==> src/rtl/ntm_scalar_adder_scheduler.sv <==
`default_nettype none
// ============================================================================
// Module      : ntm_scalar_adder_scheduler
// Description : Round-robin scheduler sharing one ntm_scalar_adder between
//               REQUESTERS clients. One addition in flight at a time; the sum
//               is returned to the granted client over a valid/ready channel.
// Revision    : 1.0 - initial release
// ============================================================================
module ntm_scalar_adder_scheduler #(
    parameter int DATA_SIZE     = 8,
    parameter int REQUESTERS    = 4,
    parameter int ADDER_LATENCY = 1,
    localparam int GW           = (REQUESTERS > 1) ? $clog2(REQUESTERS) : 1
) (
    input  logic                             clk,
    input  logic                             rst,
    input  logic [REQUESTERS-1:0]            req_valid,
    output logic [REQUESTERS-1:0]            req_ready,
    input  logic [REQUESTERS*DATA_SIZE-1:0]  req_in1,
    input  logic [REQUESTERS*DATA_SIZE-1:0]  req_in2,
    output logic [REQUESTERS-1:0]            rsp_valid,
    input  logic [REQUESTERS-1:0]            rsp_ready,
    output logic [DATA_SIZE:0]               rsp_data,
    output logic [GW-1:0]                    grant_id,
    output logic                             busy,
    output logic [DATA_SIZE-1:0]             adder_in1,
    output logic [DATA_SIZE-1:0]             adder_in2,
    input  logic [DATA_SIZE:0]               adder_out
);

    localparam int              c_CNT_W = (ADDER_LATENCY > 0) ? $clog2(ADDER_LATENCY + 1) : 1;
    localparam logic [GW-1:0]      c_LAST  = GW'(REQUESTERS - 1);
    localparam logic [c_CNT_W-1:0] c_LAT   = c_CNT_W'(ADDER_LATENCY);

    typedef enum logic [1:0] {
        ST_IDLE    = 2'd0,
        ST_WAIT    = 2'd1,
        ST_RESPOND = 2'd2
    } state_t;

    state_t                  r_state;
    logic [GW-1:0]           r_ptr;
    logic [GW-1:0]           r_g;
    logic [c_CNT_W-1:0]      r_cnt;
    logic [REQUESTERS-1:0]   r_rsp_valid;
    logic [DATA_SIZE:0]      r_rsp_data;
    logic [DATA_SIZE-1:0]    r_adder_in1;
    logic [DATA_SIZE-1:0]    r_adder_in2;

    logic [DATA_SIZE-1:0]    w_op1 [REQUESTERS];
    logic [DATA_SIZE-1:0]    w_op2 [REQUESTERS];
    logic                    w_found;
    logic [GW-1:0]           w_winner;
    logic [GW-1:0]           w_idx;
    int                      w_pos;
    logic                    w_handshake;
    logic [REQUESTERS-1:0]   w_g_onehot;

    // Split the packed operand buses into per-client words
    for (genvar i = 0; i < REQUESTERS; i++) begin : g_unpack
        assign w_op1[i] = req_in1[i*DATA_SIZE +: DATA_SIZE];
        assign w_op2[i] = req_in2[i*DATA_SIZE +: DATA_SIZE];
    end

    // Round-robin search: first valid client starting at the pointer
    always_comb begin
        w_found  = 1'b0;
        w_winner = '0;
        w_idx    = '0;
        w_pos    = 0;
        for (int k = 0; k < REQUESTERS; k++) begin
            w_pos = int'(r_ptr) + k;
            if (w_pos >= REQUESTERS) begin
                w_pos = w_pos - REQUESTERS;
            end
            w_idx = GW'(w_pos);
            if (!w_found && req_valid[w_idx]) begin
                w_found  = 1'b1;
                w_winner = w_idx;
            end
        end
    end

    assign w_handshake = (r_state == ST_IDLE) && w_found && !rst;

    // Accept is one-hot on the winner, only while idle and out of reset
    always_comb begin
        req_ready = '0;
        if (w_handshake) begin
            req_ready[w_winner] = 1'b1;
        end
    end

    // One-hot decode of the granted client for the response valid
    always_comb begin
        w_g_onehot = '0;
        for (int i = 0; i < REQUESTERS; i++) begin
            w_g_onehot[i] = (r_g == GW'(i));
        end
    end

    // Scheduler FSM: grant, wait out adder latency, hold response until taken
    always_ff @(posedge clk) begin
        if (rst) begin
            r_state     <= ST_IDLE;
            r_ptr       <= '0;
            r_g         <= '0;
            r_cnt       <= '0;
            r_rsp_valid <= '0;
            r_rsp_data  <= '0;
            r_adder_in1 <= '0;
            r_adder_in2 <= '0;
        end else begin
            case (r_state)
                ST_IDLE: begin
                    if (w_handshake) begin
                        r_adder_in1 <= w_op1[w_winner];
                        r_adder_in2 <= w_op2[w_winner];
                        r_g         <= w_winner;
                        r_cnt       <= c_LAT;
                        r_state     <= ST_WAIT;
                    end
                end
                ST_WAIT: begin
                    if (r_cnt != '0) begin
                        r_cnt <= r_cnt - c_CNT_W'(1);
                    end else begin
                        // Carry bit kept as-is; no saturation
                        r_rsp_data  <= adder_out;
                        r_rsp_valid <= w_g_onehot;
                        r_state     <= ST_RESPOND;
                    end
                end
                ST_RESPOND: begin
                    // Only the granted client's ready completes the response
                    if (rsp_ready[r_g]) begin
                        r_rsp_valid <= '0;
                        r_ptr       <= (r_g == c_LAST) ? '0 : r_g + GW'(1);
                        r_state     <= ST_IDLE;
                    end
                end
                default: begin
                    r_state <= ST_IDLE;
                end
            endcase
        end
    end

    assign rsp_valid = r_rsp_valid;
    assign rsp_data  = r_rsp_data;
    assign grant_id  = r_g;
    assign busy      = (r_state != ST_IDLE);
    assign adder_in1 = r_adder_in1;
    assign adder_in2 = r_adder_in2;

endmodule
`default_nettype wire

==> config.mk <==
export PLATFORM = sky130hd
export DESIGN_NAME = ntm_scalar_adder_scheduler
export DESIGN_NICKNAME = d
export VERILOG_FILES = /design/src/rtl/ntm_scalar_adder_scheduler.sv
export SDC_FILE = /design/constraint.sdc
export NUM_CORES = 1
export LEC_CHECK = 0
export BUFFER_PORTS_ARGS = -buffer_cell sky130_fd_sc_hd__buf_4
export CORE_MARGIN = 2
export CORE_UTILIZATION = 42
export CTS_CLUSTER_DIAMETER = 150
export DETAILED_ROUTE_END_ITERATION = 10
export PLACE_DENSITY = 0.81
export SYNTH_ARGS = -nofsm -noshare
export SYNTH_HDL_FRONTEND = slang
export SYNTH_SLANG_ARGS = --single-unit
==> constraint.sdc <==
create_clock -name clk -period 1.7 [get_ports clk]
set_input_delay 0.085 -clock clk [delete_from_list [all_inputs] [get_ports clk]]
set_output_delay 0.085 -clock clk [all_outputs]
set_load 0.05 [all_outputs]
==> flow_results.org, run 1 <==
** Clock network
- The clock passes through at most 2 buffers.
- Counting the buffers created by CTS gives 5.
- Clock root cell :: clkbuf_8
- After clock tree synthesis, the clock-pin slew on the worst setup and hold paths is approximately 0.070 ns.
- Worst-skew pair later-pin latency :: roughly 0.29 ns
- Clock sinks :: 36
- H-tree level count :: 2
- Number of hold buffers added after CTS :: 0
- TritonCTS built the clock tree.

** Floorplanning
- The floorplan step defined a die boundary enclosing roughly 0.0050 mm².
- Measured along the x axis, the die boundary spans 70.8 µm.
- Number of rows in the core area :: 24
- Area of the placeable core :: between 0.004 and 0.005 mm²
- Die outline height :: 70.8 µm
- ~120 I/O pins were placed.
- The initial utilization of the core area, before any placement, comes to 0.433.

** Synth
- Number of enable-type register cells in the synthesized netlist :: 0
- For this run, the register share of the synthesized area comes to 0.385.
- For this run, asynchronously set or reset flops after synthesis account for 0.
- A synthesized cell averages 9.37 µm².
- Area of the mapped netlist :: about 0.0019 mm²
- The number of nets in the synthesized netlist is about 290.
- Cells taking the most area after synthesis :: dfxtp_1 (38%), mux2i_1 (18%), o221ai_1 (7.5%), nand2_1 (7.4%), buf_6 (4.8%)
- In this run, distinct cell masters in the synthesized netlist total 32.
- After technology mapping, the gate count stands at 200.
- FF+latch count, synth :: 36
- Largest area contributor in the synthesized netlist :: dfxtp_1
- Most used flip-flop cell after synthesis :: dfxtp_1
- For this run, the number of Yosys warnings is 0.
- Fraction of post-synthesis cell area in the top cell type by area :: 0.385

** Detailed routing
- The count of nets left with antenna violations once routing finished came out at 0.
- Met3 wire length :: 303 µm
- After detailed routing, the wire length on met1 is approximately 2200 µm.
- Via total after detailed routing :: 2012
- After detailed routing, the number of vias per cell comes to around 5.2.
- The pre-antenna-repair detailed-routing pass consisted of 4 iterations.
- Iter 0 DRT Violations :: about 110
- After detailed routing, the number of remaining DRC violations is 0.
- Summed over all layers, the routed wires come to between 5000 and 6000 µm.
- In this run the top signal layer used is met4.
- Per-cell routed wire length :: about 15 µm
- Total met2 wirelength after detailed routing :: roughly 3200 µm

** Timing
- Least-Margin Pin Slew :: 0.460 ns
- The tightest hold path in the finished design has a slack of between 0.03 and 0.04 ns.
- Headroom to the max-slew limit came out at 0.693.
- The count of pins over their slew limit is 0.
- On the final layout, the worst clock skew is between 0.006 and 0.007 ns.
- Period minus WS final :: approximately 1.7 ns
- Post-route fraction of the period consumed by the critical path :: 1.01
- Timing-limited maximum frequency :: between 0.5 and 0.6 GHz
- Across all setup checks in the final design, the least slack found is -0.0158 ns.
- After routing, the total negative slack on setup checks comes to -0.0306 ns.
- Number of hold violations in the final report :: 0
- Setup repair after global routing could not meet its margin everywhere.
- Setup violations remaining at the end of the flow were counted as 2.

** Pwr
- Total Power Consumption :: about 2.7 mW
- Power per unit of standard cell area :: 872 mW/mm²
- Peak supply drop :: 456 µV
- Summed over all cells, the static leakage comes to 1.43 nW.

** Place
- Final Wtd Congestion :: 0.819
- In this run the cell area measured after placement is roughly 0.0029 mm².
- Detailed placement finished with a half-perimeter wire length of ~4200 µm.
- Pre-CTS setup slack :: between 0.09 and 0.1 ns
- Number of placed instances with taps included :: 369
- I/O Buffers :: 118

** GRT
- The number of antenna violations at the first check in global routing is 0.
- Vias in the first global route :: between 1500 and 2000
- The first global-routing pass estimated between 8000 and 9000 µm of wire.
- Entering global routing, the biggest net connects 22 pins.
- In the global route stage, overall resource usage came out at 0.220.
- Overall overflow remaining after global route :: 0

** Finish
- Once layout is complete, the utilization of the core stands at 0.727.
- Share of cells above drive strength 1 :: 0.503
- Filler cell count in the final layout :: about 330
- Sequential cell area :: between 700 and 800 µm²
- The multi-input combinational cells in the finished layout cover a total of about 0.0011 mm².
- Final Cell Area :: between 0.003 and 0.004 mm²
- Once layout is complete, the cells apart from fillers number 388.
- Count of nets after finishing :: 422
- Number of antenna repair diodes :: 0
- Relative to the synthesized area, the layout overhead comes to 67.8%.

** Setup path
- Sort of element at the end of the critical path :: output pin
- Cell type of the slowest stage on the worst timing path :: dfxtp_2
- Data arrival time at the worst-slack endpoint :: 1.63 ns
- CP startpoint kind :: flop
- Broken down by cell family, the worst path's largest delay share belongs to simple AND/OR/NAND/NOR gates.
- STA puts the critical path data required time at around 1.6 ns.
- Crit-path cells :: or2_4 -> or2_4 -> nor2_4 -> nand2_4 -> nor2_4 -> buf_8
- Worst setup path class :: flop to output pin
- Critical path fanouts, max :: 5
- Largest stage delay on the critical path :: 0.32 ns
- Counting both buffers and inverters, the worst setup path holds a total of 1.

** Flow run
- Max-cap violations in this run came to 0.

** Min path
- The worst hold path belongs to the class input port to flop.

** Outcome
- The final reports fail on negative setup slack.
- The flow ran to the end, but the final reports show violations.
-- where the power goes --
group	switching [mW]	internal (mW)
Combinational	0.638	0.477
Clock	0.305	0.329
Sequential	0.0551	0.939
Total	0.997	1.74
-- cells by family (layout without fill, tap and decap cells) --
logic type / count (synthesis) / after routing / synth area share
simple gates: 73 / 73 / 0.187
compound gates: 36 / 36 / 0.138
flops: 36 / 36 / 0.385
buf+inv: 16 / 152 / 0.0708
fa+ha+maj: 4 / 4 / 0.0267
mux: 35 / 35 / 0.194
-- what timing repair did --
item	in CTS	in global routing
setup endpoints to repair	4	27
buffers inserted	7	6
gates resized for setup	8	13
pin swaps	4	6
gates cloned	0	0
-- cell type report --
cell class                      count  share of cell area
Clock inverter                      1             0.00239
Tap cell                           52              0.0207
Sequential cell                    36               0.230
Multi-Input combinational cell    148               0.355
Timing Repair Buffer              141               0.360
Inverter                            3             0.00358
Clock buffer                        7              0.0274
-- state kept, by name, indices dropped and copies added, names as in the netlist --
register,flops
rsp_data,9
adder_in1,8
adder_in2,8
rsp_valid,4
grant_id,2
r_ptr,2
r_state,2
r_cnt,1
-- path summary, 6_finish.rpt --
path	slack, ns	start	cells after the start	to
hold / removal	0.04	adder_out[1]	3	rsp_data[1]
setup / recovery	-0.02	r_state[0]	6	req_ready[3]
hold reg to reg	0.46	rsp_data[5]	2	rsp_data[5]
setup reg to reg	0.05	r_ptr[0]	7	adder_in1[6]
-- layer usage --
layer,vias to the layer above,track usage
met4,0,0.0650
li1,983,-
met2,60,0.396
met3,11,0.0712
met5,-,0
met1,958,0.248
-- Yosys cell counts (2+ instances only) --
| cell | instances |
|---|---|
| ha_1 | 4 |
| nand2b_1 | 4 |
| o221ai_1 | 16 |
| a22oi_1 | 4 |
| dfxtp_1 | 36 |
| nor2_1 | 14 |
| nor2b_1 | 4 |
| a21oi_1 | 14 |
| buf_6 | 8 |
| inv_1 | 3 |
| nor3_1 | 2 |
| clkbuf_1 | 2 |
| nand2_1 | 37 |
| mux2i_1 | 34 |
-- tightest hold or removal path, delay by kind of cell --
family | cells | cell delay (ns)
AOI/OAI and AO/OA | 1 | 0.05
and+or+nand+nor | 1 | 0.04
buffers and inverters | 1 | 0.11
-- cells in the final DEF, fill, tap and decap left out, types with 2 or more instances in the layout --
cell type	synthesis	layout
or2_4	1	2
nor2_1	14	10
nor3_1	2	2
mux2i_1	34	32
nand2b_4	0	2
nand2b_1	4	2
dfxtp_2	0	3
buf_8	1	4
clkbuf_8	0	6
dfxtp_1	36	33
o221ai_1	16	15
buf_12	0	2
a21oi_1	14	14
ha_1	4	4
a22oi_1	4	4
inv_1	3	3
nor2_4	1	5
nor2b_1	4	3
nand2_1	37	37
buf_4	0	134
No activity file was read; power rests on OpenSTA's default activity.
==> inputs of run 2 (changes only) <==
- CORE_MARGIN: 2 -> default
- clock period: 1.7 -> 1.93 ns (I/O delays scaled with it)
==> run 2 against run 1 <==
  * Die area decreased by 5.6%
  * Combinational power down 13%
  * Sequential share of layout area grew 1.1 points
  * Largest cell class is now multi-input combinational cells
  * Critical endpoint is now req_ready[0]
  * Cell count is 2.3% lower
  * Final area fell by 4.3%
  * The flow now finishes without violations
  * Utilization shrank 0.098 points
==> flow_results.org, run 2 (synthesized netlist as in run 1, its figures left out) <==
** GRT
- The total global routing overflow was 0 (unchanged).
- The global-route total usage across every layer was 0.236 (+0.0160).
- Wire length of the first global-routing pass :: 8140 µm (-7.3%)
- Antenna violations before repair :: 0 (unchanged)
- Largest net degree at the start of global routing :: 22 (unchanged)
- Vias in the first global route :: 1817 (-7.4%)

** Pwr
- Power per unit of standard cell area :: 780 mW/mm² (-11%)
- The static power due to leakage was 1.37 nW (-4.3%).
- The maximum vdd drop is 405 µV (-11%).
- Total Power Consumption :: 2.35 mW (-14%)

** Min path
- The path class of the tightest hold or removal check is input port to flop.
- The worst hold path depth came to 3 (unchanged).
- Hold Crit Start :: adder_out[0]
- Hold Path Sink :: rsp_data[0]

** Setup path
- Worst R2R Setup Slack :: 0.18 ns (+0.13 ns)
- Worst setup path class :: flop to output pin
- CP startpoint kind :: flop
- The top fanout value on the critical path is 4 (-1).
- Data arrival time at the worst-slack endpoint :: 1.81 ns (+0.18 ns)
- The worst path required time is 1.83 ns (+0.21 ns).
- R2R cell count :: 6 (-1)
- STA classifies the critical path endpoint as an output pin.
- Worst reg2reg endpoint :: adder_in2[3]
- Launch point of the worst reg-to-reg path :: r_ptr[0]

** Finish
- The final non-filler cell total was 379 (-2.3%).
- Flip-flop count of the largest register after layout :: 9 (unchanged)
- Compared with the post-synthesis result, the final layout area differs by 60.6%.
- The library cell used most frequently in the layout, excluding fill and tap cells, is buf_4.
- Count of nets after finishing :: 416 (-1.4%)
- The post-route cell area was 0.00301 mm² (-4.3%).
- Share of cells above drive strength 1 :: 0.468 (-0.0349)
- In the layout the commonest cells are buf_4 (128), nand2_1 (37), mux2i_1 (34), dfxtp_1 (34), o221ai_1 (16).
- Final cell utilization of the core :: 0.726 (-0.000982)
- Number of antenna repair diodes :: 0 (unchanged)

** Floorplanning
- The starting utilization of the core area came to 0.452 (+0.0188).
- The y dimension of the die came to 68.8 µm (-2.8%).
- Number of ports placed on the die boundary :: 119 (unchanged)
- Number of rows in the core area :: 23 (-4.2%)
- X dimension of the die :: 68.8 µm (-2.8%)
- Full die area :: 0.00473 mm² (-5.6%)
- Area of the placeable core :: 0.00414 mm² (-4.2%)

** Timing
- The count of pins over their slew limit is 0 (unchanged).
- WHS :: 0.0519 ns (+0.0122 ns)
- Number of hold violations in the final report :: 0 (unchanged)
- Least-Margin Pin Slew :: 0.412 ns (-0.0483 ns)
- The relative slew slack was 0.725 (+0.0323).
- The final critical-path setup slack is 0.0277 ns (+0.0435 ns).
- Post-route fraction of the period consumed by the critical path :: 0.986
- Period minus WS final :: 1.90 ns
- Timing-limited maximum frequency :: between 0.5 and 0.6 GHz
- The aggregate negative setup slack came to 0 ns (+0.0306 ns).
- Post-route clock skew :: 0.00719 ns (+0.000912 ns)
- The final setup violation count was 0 (-2).

** Detailed routing
- Iter 0 DRT Violations :: 104 (-8.0%)
- Per-cell routed wire length :: 15.6 µm (+4.4%)
- The residual antenna-violating net count after detailed routing came to 0 (unchanged).
- The detailed-router iteration count before antenna repair is 4 (unchanged).
- The number of remaining DRC errors is 0 (unchanged).
- The count of vias placed by the detailed router was 2007 (-0.25%).
- The total length of routed wires is 5910 µm (+2.0%).
- Via-per-instance ratio :: 5.30 (+2.1%)

** Place
- The number of input and output port buffers inserted was 118 (unchanged).
- Placed wire-length estimate :: 4280 µm (+2.1%)
- Total placed instance area :: 0.00281 mm² (-2.0%)
- Final Wtd Congestion :: 0.752 (-8.2%)
- The post-placement worst setup slack was 0.216 ns (+0.121 ns).
- Number of placed instances with taps included :: 365 (-1.1%)

** Clock network
- Clock root cell :: clkbuf_8
- The latest clock arrival within the worst-skew pair was 0.29 ns (about the same).
- The CTS H-tree depth came to 2 (unchanged).
- Number of hold buffers added after CTS :: 0 (unchanged)
- TritonCTS built the clock tree.
- The clock buffer count from CTS is 5 (unchanged).
- The maximum root-to-sink buffer count was 2 (unchanged).
- Clock sinks :: 36 (unchanged)
- The clock input transition at the sequential cells of the worst setup and hold paths came to 0.07 ns (about the same).

** Flow run
- Max-capacitance violation count :: 0 (unchanged)

** Outcome
- Result of the run :: finished clean
run 2: changes by cell type in the layout (fill, tap and decap cells not counted), sizes merged:
cell,before,now
clkbuf,7,6
clkinv,0,1
clkinvlp,1,0
buf,141,135
run 2: worst max-delay path by stage:
stage,cells past startpoint,end,from
6_report,7,req_ready[0],r_state[1]
5_1_grt,7,req_ready[0],r_state[1]
4_1_cts,7,req_ready[0],r_state[1]
3_5_place_dp,6,req_ready[1],r_state[1]
3_3_place_gp,6,req_ready[1],r_state[1]
2_1_floorplan,7,req_ready[0],r_state[1]
run 2: cell type report:
class	instances	area, µm²
clock buffer	6	72.6
clock inverter	1	5.00
fill	325	1130
inverter	3	11.3
multi-input combinational	148	1070
sequential	36	726
tap	50	62.6
timing repair buffer	135	1060
run 2: where the power goes:
part	switching (mW)	internal (mW)
clock network	0.262	0.245
registers	0.0491	0.826
logic	0.565	0.400
total	0.876	1.47
run 2: per-layer routing:
layer | routed length, µm | vias to the layer above | global-route usage
met5 | 0 | - | 0
met4 | 175 | 0 | 0.125
met3 | 382 | 19 | 0.0773
met2 | 3200 | 72 | 0.396
met1 | 2150 | 946 | 0.265
li1 | - | 970 | -
run 2: repair_timing:
action / CTS / global route
pin swaps: 0 / 5
setup buffers: 0 / 7
setup endpoints to repair: 2 / 4
resized for setup: 3 / 11
run 2: critical path, stage by stage (launching register included):
cell      delay (ns)
dfxtp_4         0.35
or2_1           0.22
or2_4           0.26
nor2_4          0.16
nand2b_1        0.12
buf_6           0.15
nor2_4          0.11
buf_8           0.15
